==> config.mk <==
export PLATFORM = sky130hd
export DESIGN_NAME = bp_resolve_ctrl
export DESIGN_NICKNAME = d
export VERILOG_FILES = /design/src/rtl/bp_resolve_ctrl.sv
export SDC_FILE = /design/constraint.sdc
export NUM_CORES = 1
export LEC_CHECK = 0
export ABC_AREA = 1
export CORE_MARGIN = 4
export CORE_UTILIZATION = 35
export DETAILED_ROUTE_END_ITERATION = 12
export GPL_TIMING_DRIVEN = 0
export PLACE_DENSITY_LB_ADDON = 0.05
export SYNTH_ARGS = -nofsm -noshare
export SYNTH_HDL_FRONTEND = slang
export SYNTH_SLANG_ARGS = --single-unit
==> constraint.sdc <==
create_clock -name clk -period 5.5 [get_ports clk]
set_input_delay 1.65 -clock clk [delete_from_list [all_inputs] [get_ports clk]]
set_output_delay 1.65 -clock clk [all_outputs]
set_load 0.05 [all_outputs]
==> src/rtl/bp_resolve_ctrl.sv <==
// Branch-resolution scheduler: in-flight branch FIFO, predictor update strobe, mispredict flush/redirect/GHR restore.
// Optional resolve/mispredict statistics counters are built when BP_STATS_EN is defined.
module bp_resolve_ctrl #(
  parameter int DEPTH    = 4,
  parameter int GHR_BITS = 8,
  parameter int PC_W     = 32
) (
  input  logic                clk,
  input  logic                rst,
  input  logic                pred_valid,
  output logic                pred_ready,
  input  logic [PC_W-1:0]     pred_pc,
  input  logic                pred_taken,
  input  logic [PC_W-1:0]     pred_target,
  input  logic [GHR_BITS-1:0] pred_ghr,
  input  logic                res_valid,
  input  logic                res_taken,
  input  logic [PC_W-1:0]     res_target,
  output logic                upd_valid,
  output logic [GHR_BITS-1:0] upd_addr,
  output logic                upd_taken,
  output logic                ghr_restore_valid,
  output logic [GHR_BITS-1:0] ghr_restore,
  output logic                flush,
  output logic [PC_W-1:0]     redirect_pc,
  output logic                res_err
`ifdef BP_STATS_EN
  ,
  output logic [31:0]         stat_branches,
  output logic [31:0]         stat_mispred
`endif
);

  localparam int PTR_W = $clog2(DEPTH);
  localparam int CNT_W = PTR_W + 1;

  typedef enum logic {RUN, RECOVER} state_t;

  state_t r_state;
  state_t w_nextState;

  logic [PC_W-1:0]     r_pcMem     [DEPTH];
  logic                r_takenMem  [DEPTH];
  logic [PC_W-1:0]     r_targetMem [DEPTH];
  logic [GHR_BITS-1:0] r_ghrMem    [DEPTH];

  logic [PTR_W-1:0] r_headPtr;
  logic [PTR_W-1:0] r_tailPtr;
  logic [CNT_W-1:0] r_count;

  logic                w_enq;
  logic                w_resolve;
  logic                w_err;
  logic                w_mispred;
  logic [PC_W-1:0]     w_headPc;
  logic                w_headTaken;
  logic [PC_W-1:0]     w_headTarget;
  logic [GHR_BITS-1:0] w_headGhr;

  assign w_headPc     = r_pcMem[r_headPtr];
  assign w_headTaken  = r_takenMem[r_headPtr];
  assign w_headTarget = r_targetMem[r_headPtr];
  assign w_headGhr    = r_ghrMem[r_headPtr];

  // No bypass when full: a pop in the same cycle does not open a slot.
  assign pred_ready = (r_count != CNT_W'(DEPTH)) && (r_state == RUN);
  assign w_enq      = pred_valid && pred_ready;
  assign w_resolve  = (r_state == RUN) && res_valid && (r_count != '0);
  assign w_err      = (r_state == RUN) && res_valid && (r_count == '0);
  assign w_mispred  = w_resolve &&
                      ((res_taken != w_headTaken) ||
                       (res_taken && (res_target != w_headTarget)));

  always_ff @(posedge clk or posedge rst) begin
    if (rst) r_state <= RUN;
    else     r_state <= w_nextState;
  end

  always_comb begin
    w_nextState = r_state;
    case (r_state)
      RUN:     if (w_mispred) w_nextState = RECOVER;
      RECOVER: w_nextState = RUN;
      default: w_nextState = RUN;
    endcase
  end

  always_ff @(posedge clk) begin
    if (w_enq) begin
      r_pcMem[r_tailPtr]     <= pred_pc;
      r_takenMem[r_tailPtr]  <= pred_taken;
      r_targetMem[r_tailPtr] <= pred_target;
      r_ghrMem[r_tailPtr]    <= pred_ghr;
    end
  end

  // A mispredict empties the queue and drops any same-cycle enqueue.
  always_ff @(posedge clk or posedge rst) begin
    if (rst) begin
      r_headPtr <= '0;
      r_tailPtr <= '0;
      r_count   <= '0;
    end else if (w_mispred) begin
      r_tailPtr <= r_headPtr;
      r_count   <= '0;
    end else begin
      if (w_enq)     r_tailPtr <= r_tailPtr + PTR_W'(1);
      if (w_resolve) r_headPtr <= r_headPtr + PTR_W'(1);
      case ({w_enq, w_resolve})
        2'b10:   r_count <= r_count + CNT_W'(1);
        2'b01:   r_count <= r_count - CNT_W'(1);
        default: r_count <= r_count;
      endcase
    end
  end

  always_ff @(posedge clk or posedge rst) begin
    if (rst) begin
      upd_valid         <= 1'b0;
      upd_addr          <= '0;
      upd_taken         <= 1'b0;
      ghr_restore_valid <= 1'b0;
      ghr_restore       <= '0;
      flush             <= 1'b0;
      redirect_pc       <= '0;
      res_err           <= 1'b0;
    end else begin
      upd_valid         <= w_resolve;
      ghr_restore_valid <= w_mispred;
      flush             <= w_mispred;
      res_err           <= w_err;
      if (w_resolve) begin
        upd_addr  <= w_headPc[GHR_BITS+1:2];
        upd_taken <= res_taken;
      end
      if (w_mispred) begin
        ghr_restore <= {w_headGhr[GHR_BITS-2:0], res_taken};
        redirect_pc <= res_taken ? res_target : (w_headPc + PC_W'(4));
      end
    end
  end

`ifdef BP_STATS_EN
  always_ff @(posedge clk or posedge rst) begin
    if (rst) begin
      stat_branches <= '0;
      stat_mispred  <= '0;
    end else begin
      if (w_resolve && (stat_branches != 32'hFFFF_FFFF)) stat_branches <= stat_branches + 32'd1;
      if (w_mispred && (stat_mispred != 32'hFFFF_FFFF))  stat_mispred  <= stat_mispred + 32'd1;
    end
  end
`endif

endmodule

==> impl_metrics.json <==
{
  "vias": 11910,
  "syn_area_um2": 15740,
  "dieArea_um2": 48410,
  "clock_latency_ns": 0.58,
  "synth_seq_cells": 348,
  "clkTransAtPathRegs_ns": 0.06,
  "relSlewSlack": 0.3786,
  "synth-async-reset-ratio": 0.1724,
  "syn-num-nets": 1699,
  "ir_drop_mv": 0.3034,
  "root_buffer": "clkbuf_16",
  "tightest_slew_ns": 0.9300,
  "start_util": 0.3551,
  "holdWs_ns": 0.4840,
  "required_ns": 5.94,
  "clock_skew_ns": 0.02405,
  "setup_viol": 0,
  "critPathTopFamily": "buffers and inverters",
  "postSynthCellCount": 1583,
  "grt_pass1_wl_um": 74420,
  "p_leak_nw": 7.915,
  "fin_util": 0.4444,
  "yosys.area_share.simple": 0.2245,
  "path_class": "in2reg",
  "grt_pass1_vias": 11710,
  "synth_top_area_cell": "edfxtp_1",
  "power_mw": 11.41,
  "synth_top_area_frac": 0.5496,
  "maxCapViolations": 0,
  "hp-class": "reg2reg",
  "dp_cells": 2348,
  "hpwl_um": 36570,
  "outcome": "finished, final reports clean",
  "critPathMaxFanout": 10,
  "wire_per_inst_um": 20.94,
  "cts_buffer_depth": 3,
  "cts_buffers": 41,
  "synth_mux_area_frac": 0.001272,
  "cts_max_level": 2,
  "routed_wl_um": 50800,
  "synth_top_family_by_area": "simple AND/OR/NAND/NOR gates",
  "seq_area_frac_synth": 0.6450,
  "grt_max_degree": 40,
  "crit_buf_inv": 3,
  "io_pins": 164,
  "dr.pass1.iters": 5,
  "period_needed_ns": 3.749,
  "netlist_top_cells_count": "603 x nand2_1, 288 x edfxtp_1, 122 x nand3_1",
  "multi_input_area_um2": 4775,
  "syn_avg_cell_area_um2": 9.940,
  "fp-row-count": 77,
  "ant_nets": 0,
  "core-area_um2": 44320,
  "fmax_mhz": 266.7,
  "cts_tree": "yes",
  "postCtsSetupRepairBufs": 0,
  "yosysMostFrequentCell": "nand2_1",
  "grt.overflow.total": 0,
  "synth_fa_ha_area_frac": 0.005248,
  "arrival_ns": 4.19,
  "port-buffer-count": 161,
  "maxSlewViolCount": 0,
  "ys_types": 36,
  "cts_hold_buf": 0,
  "antenna_found_initial": 1,
  "place_congestion": 0.8620,
  "viasPerCell": 4.910,
  "clock-sinks": 348,
  "layout-drive-gt1-share": 0.08242,
  "synth_edf_count": 288,
  "drt_iter0_markers": 995,
  "synth_compound_area_frac": 0.06330,
  "grt.total_usage": 0.2098,
  "slowest_delay_ns": 0.62,
  "dieHeight_um": 220.0,
  "synth_top_cells_by_area": "edfxtp_1 55%, nand2_1 14%, dfrtp_1 9.5%, nand3_1 3.9%, inv_1 2.5%",
  "die_w_um": 220.0,
  "startpoint_type": "input pin",
  "stdcell_count": 2426,
  "hold_viol_final": 0,
  "cts_resized": 0,
  "p_per_area_nw_per_um2": 579.4,
  "grt_setup_unrepaired": "no",
  "synth-xor-area-share": 0.007236,
  "area_growth_pct": 25.17,
  "cpMaxStageDelayCell": "clkinv_1",
  "endpoint_kind": "register",
  "cp_cell_sequence": "clkdlybuf4s50_1 -> nand3_1 -> clkinv_1 -> nand2_1 -> inv_1 -> fa_1 -> xor2_1 -> nor2_1 -> nand2_1 -> nand3_1",
  "synth_ff_type": "edfxtp_1",
  "remaining_drc_errors": 0,
  "num-nets-final": 1915,
  "reg2reg_slack_ns": 2.01,
  "seq_area_um2": 10150,
  "ys_warn_count": 0,
  "fillers": 4286,
  "min_period_over_period": 0.6817
}
[cells in the final DEF (no fill, tap or decap), types with 6 or more instances in the layout]
master / n
a21oi_1: 30
nand4_1: 10
buf_1: 6
clkinv_1: 7
buf_12: 10
buf_6: 13
clkbuf_1: 26
nor2_4: 6
clkinv_2: 9
o21ai_0: 59
edfxtp_1: 288
nand2_1: 603
nand3b_1: 13
o21ai_1: 34
nor2_1: 86
dfrtp_1: 60
xor2_1: 13
clkdlybuf4s50_1: 161
clkbuf_16: 42
nand3_1: 122
buf_4: 6
o211ai_1: 32
buf_2: 29
nor2_2: 6
a32o_1: 7
inv_1: 103
[state kept, by name, indices dropped and copies added (netlist names)]
name         count
upd_valid        1
r_takenMem       4
flush            1
upd_taken        1
redirect_pc     32
r_headPtr        2
r_pcMem        128
upd_addr         8
r_state          1
ghr_restore      8
r_tailPtr        2
r_targetMem    128
r_ghrMem        28
r_count          3
res_err          1
[through the flow]
step / setup slack [ns] / setup TNS (ns) / area [um^2]
after global placement: -3.733 / -1014.32 / 18090
after floorplan: 0.06602 / 0 / 15740
final: 1.751 / 0 / 19700
after CTS: 1.759 / 0 / 19690
after detailed placement: 1.175 / 0 / 18370
after global routing: 1.476 / 0 / 19690
[worst paths after layout]
path | start | end | depth (start not counted)
max | res_valid | r_count[2]$_DFFE_PP0P_ | 10
min | ghr_restore[6]$_DFFE_PP0P_ | ghr_restore[6]$_DFFE_PP0P_ | 2
max reg2reg | r_headPtr[1]$_DFFE_PP0P_ | redirect_pc[12]$_DFFE_PP0P_ | 13
min reg2reg | ghr_restore[6]$_DFFE_PP0P_ | ghr_restore[6]$_DFFE_PP0P_ | 2
max in group asynchronous | rst | redirect_pc[9]$_DFFE_PP0P_ | 3
min in group asynchronous | rst | ghr_restore[7]$_DFFE_PP0P_ | 2
[final cells by class]
| type | instances | area share |
|---|---|---|
| Tap cell | 592 | 0.03761 |
| Antenna cell | 2 | 0.0002541 |
| Clock inverter | 22 | 0.009212 |
| Buffer | 73 | 0.02192 |
| Timing Repair Buffer | 173 | 0.09478 |
| Inverter | 109 | 0.02077 |
| Sequential cell | 348 | 0.5153 |
| Multi-Input combinational cell | 1053 | 0.2424 |
| Clock buffer | 54 | 0.05768 |
[worst reg2reg max path, cell delays in order (launching register included)]
cell	delay, ns
dfrtp_1	0.32
buf_2	0.30
buf_2	0.33
buf_1	0.64
nand3_1	0.18
nand2_1	0.20
inv_1	0.17
ha_1	0.32
nand2_1	0.28
nor2_4	0.12
nand2_1	0.09
xor2_1	0.20
o21ai_0	0.10
o21ai_0	0.17
[routing by layer]
layer	part of all wire	wire length [um]	track usage
met1	0.48	24170	0.3095
met2	0.45	22640	0.3197
met3	0.058	2953	0.04095
met4	0.020	1026	0.05129
met5	0.00018	9	0
[power by group]
| part | switching [mW] | total, mW | internal (mW) | leakage (nW) |
|---|---|---|---|---|
| clock network | 1.11 | 2.67 | 1.56 | 0.652 |
| logic | 3.48 | 4.95 | 1.47 | 3.89 |
| registers | 0.291 | 3.79 | 3.50 | 3.38 |
| total | 4.88 | 11.4 | 6.53 | 7.91 |
[kinds of logic after synthesis]
logic type                 Yosys count
and+or+nand+nor                    860
DFF                                348
buffers and inverters              182
AOI/OAI and AO/OA                  172
xor gates and xnor gates            13
adders and majority gates            6
muxes                                2
Power figures use the tool's default switching activity.
